**src/rtl/overcurrent_retry_ctrl.sv**
```systemverilog
// Load power-switch sequencer: soft-start with inrush blanking, over-current trip,
// timed cooldown, bounded auto-retry and latched lockout until fault_clr.
module overcurrent_retry_ctrl #(
  parameter int BLANK_CYCLES    = 500,
  parameter int COOLDOWN_CYCLES = 50000,
  parameter int MAX_RETRIES     = 3,
  parameter int STABLE_CYCLES   = 100000
) (
  input  logic                             clk,
  input  logic                             rst,
  input  logic                             enable_req,
  input  logic                             current_high,
  input  logic                             fault_clr,
  output logic                             power_en,
  output logic                             trip_pulse,
  output logic                             fault,
  output logic [$clog2(MAX_RETRIES+1)-1:0] retry_cnt,
  output logic [2:0]                       state
);

  localparam int MAX_AB = (BLANK_CYCLES > COOLDOWN_CYCLES) ? BLANK_CYCLES : COOLDOWN_CYCLES;
  localparam int MAX_CD = (MAX_RETRIES > STABLE_CYCLES) ? MAX_RETRIES : STABLE_CYCLES;
  localparam int MAXP   = (MAX_AB > MAX_CD) ? MAX_AB : MAX_CD;
  localparam int TW     = $clog2(MAXP + 1);
  localparam int RW     = $clog2(MAX_RETRIES + 1);

  localparam logic [TW-1:0] BLANK_LAST  = TW'(BLANK_CYCLES - 1);
  localparam logic [TW-1:0] COOL_LAST   = TW'(COOLDOWN_CYCLES - 1);
  localparam logic [TW-1:0] STABLE_LAST = TW'(STABLE_CYCLES - 1);
  localparam logic [RW-1:0] RETRY_MAX   = RW'(MAX_RETRIES);

  typedef enum logic [2:0] {
    ST_IDLE      = 3'd0,
    ST_SOFTSTART = 3'd1,
    ST_RUN       = 3'd2,
    ST_TRIP      = 3'd3,
    ST_LOCKOUT   = 3'd4
  } state_t;

  state_t          state_q, state_d;
  logic [TW-1:0]   timer_q, timer_d;
  logic [RW-1:0]   retry_q, retry_d;
  logic            power_en_q, power_en_d;
  logic            trip_pulse_q, trip_pulse_d;
  logic            fault_q, fault_d;
  logic            hold_timer;

  always_comb begin
    state_d      = state_q;
    retry_d      = retry_q;
    trip_pulse_d = 1'b0;
    hold_timer   = 1'b0;

    case (state_q)
      ST_IDLE: begin
        if (enable_req) state_d = ST_SOFTSTART;
      end
      ST_SOFTSTART: begin
        if (!enable_req)              state_d = ST_IDLE;
        else if (timer_q == BLANK_LAST) state_d = ST_RUN;
      end
      ST_RUN: begin
        // Trip outranks both the disable and the stability clear.
        if (current_high) begin
          state_d      = ST_TRIP;
          trip_pulse_d = 1'b1;
          if (retry_q < RETRY_MAX) retry_d = retry_q + RW'(1);
        end else if (!enable_req) begin
          state_d = ST_IDLE;
          retry_d = '0;
        end else if (timer_q == STABLE_LAST) begin
          retry_d    = '0;
          hold_timer = 1'b1;
        end
      end
      ST_TRIP: begin
        if (timer_q == COOL_LAST) begin
          if (retry_q >= RETRY_MAX) state_d = ST_LOCKOUT;
          else if (enable_req)      state_d = ST_SOFTSTART;
          else                      state_d = ST_IDLE;
        end
      end
      ST_LOCKOUT: begin
        if (fault_clr) begin
          state_d = ST_IDLE;
          retry_d = '0;
        end
      end
      default: state_d = ST_IDLE;
    endcase

    // Timer restarts on every state change and only runs in the timed states.
    if (state_d != state_q) begin
      timer_d = '0;
    end else if (hold_timer || state_q == ST_IDLE || state_q == ST_LOCKOUT) begin
      timer_d = timer_q;
    end else begin
      timer_d = timer_q + TW'(1);
    end

    power_en_d = (state_d == ST_SOFTSTART) || (state_d == ST_RUN);
    fault_d    = (state_d == ST_LOCKOUT);
  end

  always_ff @(posedge clk) begin
    if (rst) begin
      state_q      <= ST_IDLE;
      timer_q      <= '0;
      retry_q      <= '0;
      power_en_q   <= 1'b0;
      trip_pulse_q <= 1'b0;
      fault_q      <= 1'b0;
    end else begin
      state_q      <= state_d;
      timer_q      <= timer_d;
      retry_q      <= retry_d;
      power_en_q   <= power_en_d;
      trip_pulse_q <= trip_pulse_d;
      fault_q      <= fault_d;
    end
  end

  assign power_en   = power_en_q;
  assign trip_pulse = trip_pulse_q;
  assign fault      = fault_q;
  assign retry_cnt  = retry_q;
  assign state      = state_q;

endmodule

```
**config.mk**
```make
export PLATFORM = sky130hd
export DESIGN_NAME = overcurrent_retry_ctrl
export DESIGN_NICKNAME = d
export VERILOG_FILES = /design/src/rtl/overcurrent_retry_ctrl.sv
export SDC_FILE = /design/constraint.sdc
export NUM_CORES = 1
export LEC_CHECK = 0
export CORE_UTILIZATION = 50
export CTS_CLUSTER_DIAMETER = 150
export DETAILED_ROUTE_END_ITERATION = 7
export PLACE_DENSITY = 0.71
export SLEW_MARGIN = 20
export SYNTH_ARGS = -nofsm -noshare
export SYNTH_HDL_FRONTEND = slang
export SYNTH_SLANG_ARGS = --single-unit
```
**constraint.sdc**
```tcl
create_clock -name clk -period 1.83 [get_ports clk]
set_clock_uncertainty 0.15 [all_clocks]
set_input_delay 0.366 -clock clk [delete_from_list [all_inputs] [get_ports clk]]
set_output_delay 0.366 -clock clk [all_outputs]
set_load 0.005 [all_outputs]
```
Word level (Yosys, flattened, before mapping)
Cells that the tools add are included.

Register bits: 25. Input port bits: 5. Output and inout bits: 8. Word-level logic and storage cells: 54.

Add/sub/neg operators: 2. Equality and inequality tests: 14. $lt $le $gt $ge: 2. Mux-type cells: 21. Reduce and logical (&&, ||, !) cells: 8. Bitwise logic cells: 1.

Operators by type and width (number): 3-bit two-way mux (8); 17-bit by 1-bit adder with 17-bit output, second input constant (1); 17-bit by 16-bit equality test with 1-bit output, second input constant (1); 17-bit equality test, second input constant (1); 17-bit by 9-bit equality test with 1-bit output, second input constant (1); 3-bit case mux with 5 select lines (1); 2-bit two-way mux (5); 3-bit by 2-bit equality test with 1-bit output, second input constant (3); 3-bit by 1-bit equality test with 1-bit output, second input constant (2); 3-bit equality test, second input constant (2); 1-bit two-way mux (6); 4-bit != test, second input constant (1); 2-bit case mux with 2 select lines (1); 4-bit AND reduction (1); 2-bit OR reduction (2); 3-bit logical NOT (1); 1-bit logical OR (3); 3-bit != test (1); 3-bit != test, second input constant (1); 2-bit by 1-bit adder with 2-bit output, second input constant (1); 2-bit >= comparator, second input constant (1); 2-bit < comparator, second input constant (1); 2-bit != test, second input constant (1); 2-bit nonzero test (1); 1-bit inverter (1).

Depth between registers and ports, before layout
Gate-level depths: netlist of run 1.

Depth in word-level cells: 7. Depth in mapped cells: 7. Mapped depth without buffers: 6.

Worst setup path before layout of run 1
Ideal clock, no wire load.

Kind: register to register. From: register timer_q[0]. To: register timer_q[0]. Period minus slack after synthesis: 2013 ps. Library setup time: 115 ps. Data required time: 1565 ps. Path buffers: 1. Setup slack: -183 ps. Stages on the path, launching flop included: 8. Arrival: 1748 ps. Cells stage by stage: dfxtp_1 -> ha_1 -> nand3_4 -> nor4_4 -> a22oi_1 -> o311ai_4 -> buf_6 -> nor2_1.

Longest elaborated chain between the ends: 7. Elaborated cells on any way between the ends: 16. Those cells by class: 1 x add/sub; 4 x eq/ne; 8 x mux; 3 x reduce/logical.

Ends and longest elaborated chain: from (decl) (RTL line 41) `logic [TW-1:0] timer_q, timer_d;`; from (signal assigned) (RTL line 115) `timer_q <= timer_d;`; parallel branches: the longest is 7 deep, another holds 17-bit by 9-bit equality test with 1-bit output.

Parallel ways; which one is timed is not known. A chain may end at the register's enable or synchronous reset.

Worst setup path after layout of run 1
From: register state_q[1] (netlist: state[1]). To: register timer_q[16].

Longest elaborated chain between the ends: 5. Elaborated cells on any way between the ends: 18. Those cells by class: 5 x eq/ne; 9 x mux; 4 x reduce/logical.

Ends and longest elaborated chain: from (decl) (RTL line 40) `state_t state_q, state_d;`; from (signal assigned) (RTL line 114) `state_q <= state_d;`; 3-bit two-way mux, on equally long branches (RTL line 68, 60); 3-bit two-way mux, on equally long branches (RTL line 64, 59); 3-bit case mux with 5 select lines (RTL line 54) `case (state_q)`; 3-bit != test (RTL line 93) `if (state_d != state_q) begin`; 2-bit OR reduction (no line).

Parallel ways exist; a longest one is shown, timed or not.

==> metrics, run 1 <==
1st-pass router iterations 4; hold path endpoint state[1]$_SDFF_PP0_; max_cap viols 0; status finished, violations left; Unique masters post-synth between 40 and 50; pwr/cell area 458 mW/mm^2; Post-CTS Hold Buffers 0; Synth async-reset ratio 0%; Num CTS Buffers 3; hpwl dp roughly 2600 um; RSZ-0062 raised after global routing yes; yosys warns 0; Internal Pwr Total between 600 and 700 uW; Net count, final 215; pre-CTS setup slack -473 ps; Worst-path clk slew 120 ps; Core Footprint approximately 0.0026 sq mm; largest net degree at the start of global routing 18; Pleak about 0.00073 uW; Pwr Total a little under 900 uW; Final Non-Filler Cells 237; initial antenna violation count 0; Worst-Margin Slew between 400 and 500 ps; switching part of the total power 23.3%; failing checks negative setup slack; I/O Pins 13; Min Clock Period, post-route 1890 ps; reg2reg start state[1]$_SDFF_PP0_; mean cell area of the mapped netlist 9.02 sq um; Syn Inst Count 155; slew margin rel. 71.8%; Die Height 54.9 um; global route overflow 0; layout cells sized above 1 around a third; Comb power frac 10.6%; sequential power share between 60% and 70%; most common cell after layout, fill and taps aside buf_4; first-pass GRT wire length between 5000 and 6000 um; # H-tree levels 1; CP required 1940 ps; Mapped Area between 0.001 and 0.0015 sq mm; setup violators final 17; num rows 18; clock power share 27.6%; drt total wl roughly 3500 um; Post-Syn Nets between 150 and 200; routed wirelength normalized by instance count about 15 um; CTS tree done; Vias/cell roughly 5.7; vias in the first global route roughly 1,300; worst-path maximum fanout 17; flop2flop setup slack -60 ps; area grow syn2layout 38.8%; commonest cells after routing, fill and taps aside buf_4 (38), nor2_1 (22), dfxtp_1 (21), nand2_1 (9), clkdlybuf4s50_1 (9); DRT iter0 DRCs 45; die area about 0.003 sq mm; fin area 0.00194 sq mm; number of synthesized register bits 25; Max VDD drop between 0.4 and 0.5 mV; crit path buf inv count 1; fmax between 0.5 and 0.6 GHz; Post-route DRC 0; type of origin of the critical path flop; Worst Setup End Kind flop; cell family with most CP delay compound AO/OA/AOI/OAI gates; max-slew violations 0; Final Hold Fails 0; via count about 1,400; die width 54.9 um; routability cong. a little under 0.9; initial core utilization approximately 54%; # diodes 0; I/O Buffers 12; reg2reg path depth 6; clk sink count 25; reg2reg end timer_q[16]$_SDFFE_PP0N_; CP arrival ~2000 ps; GRT Total Usage a little over a quarter; final setup margin -63.9 ps; HP Start enable_req; worst hold path depth 3; sequential area share after synthesis 35.8%; later-pin clock latency in the skew report roughly 320 ps; CP max stage delay about 400 ps; sw power 207 uW; Root Driver clkbuf_4; Setup CP Type reg -> reg; EDFF count, synth 0; Final period util 103%; DP Area between 0.0015 and 0.002 sq mm; slowest cell on the critical path dfxtp_4; Clock Tree Buf Depth 2; Final ANT Viol Nets 0; Hold Path Class in -> reg; final hold slack approximately 320 ps; placed cells 232; Main synth FF type dfxtp_1; crit path cell chain or3_1, a221o_2, a21oi_2, o311ai_4, buf_12, nor2_1
kinds of logic (layout without fill, tap and decap cells):
| kind of cell | after synthesis | count (layout) | share of synthesized area, % |
|---|---|---|---|
| simple gates | 79 | 79 | 35.0 |
| flops | 25 | 25 | 35.8 |
| compound gates | 24 | 24 | 12.4 |
| xor+xnor | 16 | 16 | 10.0 |
| buf+inv | 8 | 60 | 4.21 |
| fa+ha+maj | 2 | 2 | 1.79 |
| mux | 1 | 1 | 0.716 |
area by class of cell:
cell class | count | area (sq um)
clock buffer | 4 | 26.3
fill | 201 | 628
inverter | 3 | 11.3
multi-input combinational | 122 | 900
sequential | 25 | 508
tap | 30 | 37.5
timing repair buffer | 53 | 457
per-stage QoR:
| stage | TNS (ps) | util (%) |
|---|---|---|
| 6_report | -591 | 75.5 |
| 5_1_grt | -1580 | 75.5 |
| 4_1_cts | -1080 | 73.8 |
| 3_5_place_dp | -7950 | 71.7 |
| 3_3_place_gp | -7110 | 71.7 |
| 2_1_floorplan | 0 | - |
layer usage:
layer	vias up	wire length [um]	track usage [%]
met5	-	0	0
met4	0	48	10.3
met3	7	92	3.89
met2	35	1880	49.2
met1	655	1530	28.7
li1	657	-	-
state kept, by name (all words and copies together), names as in the netlist:
name,count
power_en,1
retry_cnt,2
timer_q,17
state,3
fault,1
trip_pulse,1
what timing repair did:
action                                  CTS  global route
endpoints found under the setup margin   22            23
pin swaps                                 1             4
resized for setup                         6            12
setup buffers                             1             0
worst max-delay path by stage:
stage | slack, ps | end | startpoint | depth (start not counted)
2_1_floorplan | 10 | timer_q[0]$_SDFFE_PP0N_ | timer_q[8]$_SDFFE_PP0N_ | 6
3_3_place_gp | -400 | timer_q[3]$_SDFFE_PP0N_ | enable_req | 6
3_5_place_dp | -470 | timer_q[16]$_SDFFE_PP0N_ | fault_clr | 6
4_1_cts | -90 | timer_q[13]$_SDFFE_PP0N_ | timer_q[4]$_SDFFE_PP0N_ | 6
5_1_grt | -100 | timer_q[16]$_SDFFE_PP0N_ | state[1]$_SDFF_PP0_ | 6
6_report | -60 | timer_q[16]$_SDFFE_PP0N_ | state[1]$_SDFF_PP0_ | 6
synth_stat cells, drive strengths merged (2+ instances only):
master / instances / share of area, %
ha: 2 / 1.8
nand2b: 5 / 2.2
nand2: 9 / 2.4
nor4: 5 / 4.8
nor2: 23 / 6.2
nor3: 3 / 1.1
xnor2: 8 / 5.0
nand4: 8 / 3.6
nand3: 4 / 2.3
clkbuf: 2 / 1.3
inv: 3 / 0.81
buf: 3 / 2.1
or4: 2 / 1.1
nor3b: 3 / 1.6
nand4b: 2 / 1.3
and3: 5 / 2.3
xor2: 8 / 5.0
o21ai: 2 / 0.72
nand3b: 3 / 1.6
or3: 2 / 1.3
dfxtp: 25 / 36
a211oi: 2 / 1.1
a21oi: 11 / 4.2
power groups by stage:
| stage | Combinational (uW) | Clock [uW] | Sequential (uW) |
|---|---|---|---|
| detailed placement | 85.4 | 0 | 562 |
| finish | 93.8 | 245 | 549 |
| floorplan | 47.7 | 0 | 563 |
| global route | 101 | 264 | 550 |
| global placement | 84.4 | 0 | 562 |
| CTS | 91.2 | 251 | 551 |
worst min-delay path: stages:
cell and delay, ps:
dlymetal6s2s_1 170, a21oi_2 90, a21oi_2 120
No activity file was read; power rests on OpenSTA's default activity.
==> inputs of run 2 (changes only) <==
CAP_MARGIN = 20   (was not set)
==> results of run 2 <==
Final layout, timing and power as in run 1 (identical DEF).
==> inputs of run 3 (changes only) <==
CORE_ASPECT_RATIO = 0.75   (was not set)
SLEW_MARGIN = not set   (was 20)
==> run 3 against run 2 <==
Compared with the run above: the run still ends with negative setup slack left; clock power grew 36%; via count is the same; setup slack lost 58 ps; die area is essentially flat; cell count grew 2.5%; fmax shrank 3.0%; critical path depth grew 1; worst hold slack gained 39 ps; power grew 10%; sequential share of layout area shrank 0.22 points; largest cell class unchanged.
==> metrics, run 3 (synthesized netlist as in run 1, its figures left out) <==
Clock Tree Buf Depth 2 (unchanged); worst-path maximum fanout 17 (unchanged); CTS tree done; # H-tree levels 1 (unchanged); die area 0.00301 sq mm (about the same); Vias/cell 5.57 (-2.5%); Biggest register timer_q; layout cells sized above 1 35.7% (+0.48 points); CP required 1850 ps (-90 ps); drt total wl 3640 um (+2.6%); Post-CTS Hold Buffers 0 (unchanged); I/O Buffers 12 (unchanged); global route overflow 0 (unchanged); slew margin rel. 57.7% (-14 points); initial core utilization 53.3% (-1.1 points); area grow syn2layout 39.9%; Root Driver clkbuf_8; num rows 16 (-2); hpwl dp 2660 um (+1.1%); I/O Pins 13 (unchanged); initial antenna violation count 0 (unchanged); GRT Total Usage 24.7% (-1.5 points); sequential power share 56.1% (-5.7 points); type of origin of the critical path flop; Pwr Total 977 uW (+10%); largest net degree at the start of global routing 18 (unchanged); Min Clock Period, post-route 1950 ps (+57.6 ps); clk sink count 25 (unchanged); Internal Pwr Total 747 uW (+9.6%); Worst-Margin Slew 630 ps (+209 ps); Pleak 0.000743 uW (+1.7%); max-slew violations 0 (unchanged); status finished, violations left; Hold Path Class reg -> reg; RSZ-0062 raised after global routing yes; fmax 0.512 GHz (-3.0%); Net count, final 215 (unchanged); Setup CP Type reg -> reg; # diodes 0 (unchanged); slowest cell on the critical path or3_4; DRT iter0 DRCs 62 (+38%); CP max stage delay 390 ps (about the same); vias in the first global route 1,151 (-14%); Comb power frac 9.7% (-0.9 points); Worst Setup End Kind flop; 1st-pass router iterations 4 (unchanged); max_cap viols 0 (unchanged); failing checks negative setup slack; Post-route DRC 0 (unchanged); Final Hold Fails 0 (unchanged); Largest register FFs 17 (unchanged); most common cell after layout, fill and taps aside buf_4; Num CTS Buffers 3 (unchanged); sw power 230 uW (+11%); later-pin clock latency in the skew report 270 ps (-50 ps); via count 1,354 (unchanged); final setup margin -122 ps (-57.6 ps); Worst-path clk slew 90 ps (-30 ps); clock power share 34.2% (+6.6 points); die width 63.1 um (+15%); pwr/cell area 500 mW/mm^2 (+9.1%); crit path buf inv count 2 (+1); Max VDD drop 0.567 mV (+40%); Final Non-Filler Cells 243 (+2.5%); placed cells 238 (+2.6%); setup violators final 17 (unchanged); Final period util 107% (+3.2 points); Final ANT Viol Nets 0 (unchanged); routability cong. 0.832 (-4.6%); switching part of the total power 23.6% (+0.29 points); first-pass GRT wire length 5460 um (-2.0%); commonest cells after routing, fill and taps aside buf_4 (38), nor2_1 (22), dfxtp_1 (21), nand2_1 (9), clkdlybuf4s50_1 (9); routed wirelength normalized by instance count 15.0 um (about the same); CP arrival 1970 ps (-30 ps); pre-CTS setup slack -447 ps (+26.1 ps); crit path cell chain or3_4, buf_6, nor4_4, nand4_1, o311ai_4, buf_12, nor2_1; cell family with most CP delay simple AND/OR/NAND/NOR gates; Die Height 47.8 um (-13%); Core Footprint 0.00262 sq mm (+2.1%)
-- run 3: cell count changes in the layout (fill, tap and decap cells not counted), sizes merged --
cell	before	now
clkinv	0	1
clkbuf	4	3
-- run 3: layout make-up --
class / count / area [sq um]
Clock buffer: 3 / 41.3
Multi-Input combinational cell: 122 / 897
Tap cell: 36 / 45.0
Fill cell: 190 / 667
Clock inverter: 1 / 5.00
Sequential cell: 25 / 508
Inverter: 3 / 11.3
Timing Repair Buffer: 53 / 448
-- run 3: layer usage --
metal	vias to the layer above	routed length (um)	GRT usage [%]
met3	2	212	5.95
li1	659	-	-
met1	657	1710	34.0
met2	36	1710	40.0
met4	0	11	5.12
met5	-	0	0
-- run 3: worst paths after layout --
path                                           startpoint                         to  slack [ps]  depth (start not counted)
worst min register to register  retry_cnt[0]$_SDFFE_PP0P_  retry_cnt[0]$_SDFFE_PP0P_         350                          1
worst max register to register   timer_q[11]$_SDFFE_PP0N_    timer_q[4]$_SDFFE_PP0N_        -120                          7
worst max-delay path             timer_q[11]$_SDFFE_PP0N_    timer_q[4]$_SDFFE_PP0N_        -120                          7
worst min-delay path            retry_cnt[0]$_SDFFE_PP0P_  retry_cnt[0]$_SDFFE_PP0P_         350                          1
-- run 3: power groups by stage --
stage | clock [uW] | combinational [uW] | sequential (uW)
global placement | 0 | 83.7 | 562
detailed placement | 0 | 85.5 | 562
global route | 365 | 103 | 548
CTS | 346 | 91.6 | 548
finish | 334 | 95.0 | 548
floorplan | 0 | 47.7 | 563
-- run 3: timing repair --
item / 4_1_cts / 5_1_grt
endpoints found under the setup margin: 20 / 23
gates cloned: 0 / 0
gates resized for setup: 12 / 7
buffers inserted: 1 / 0
pin swaps: 1 / 3
-- run 3: metrics by stage --
stage                     utilization (%)  area [sq um]  TNS, ps  hold slack [ps]
after floorplan                         -          1420        0              305
after global placement               70.0          1840    -6890              308
after detailed placement             70.0          1840    -7620              334
after CTS                            73.6          1930     -697              356
after global routing                 74.6          1960    -2950              389
final                                74.6          1960    -1870              355
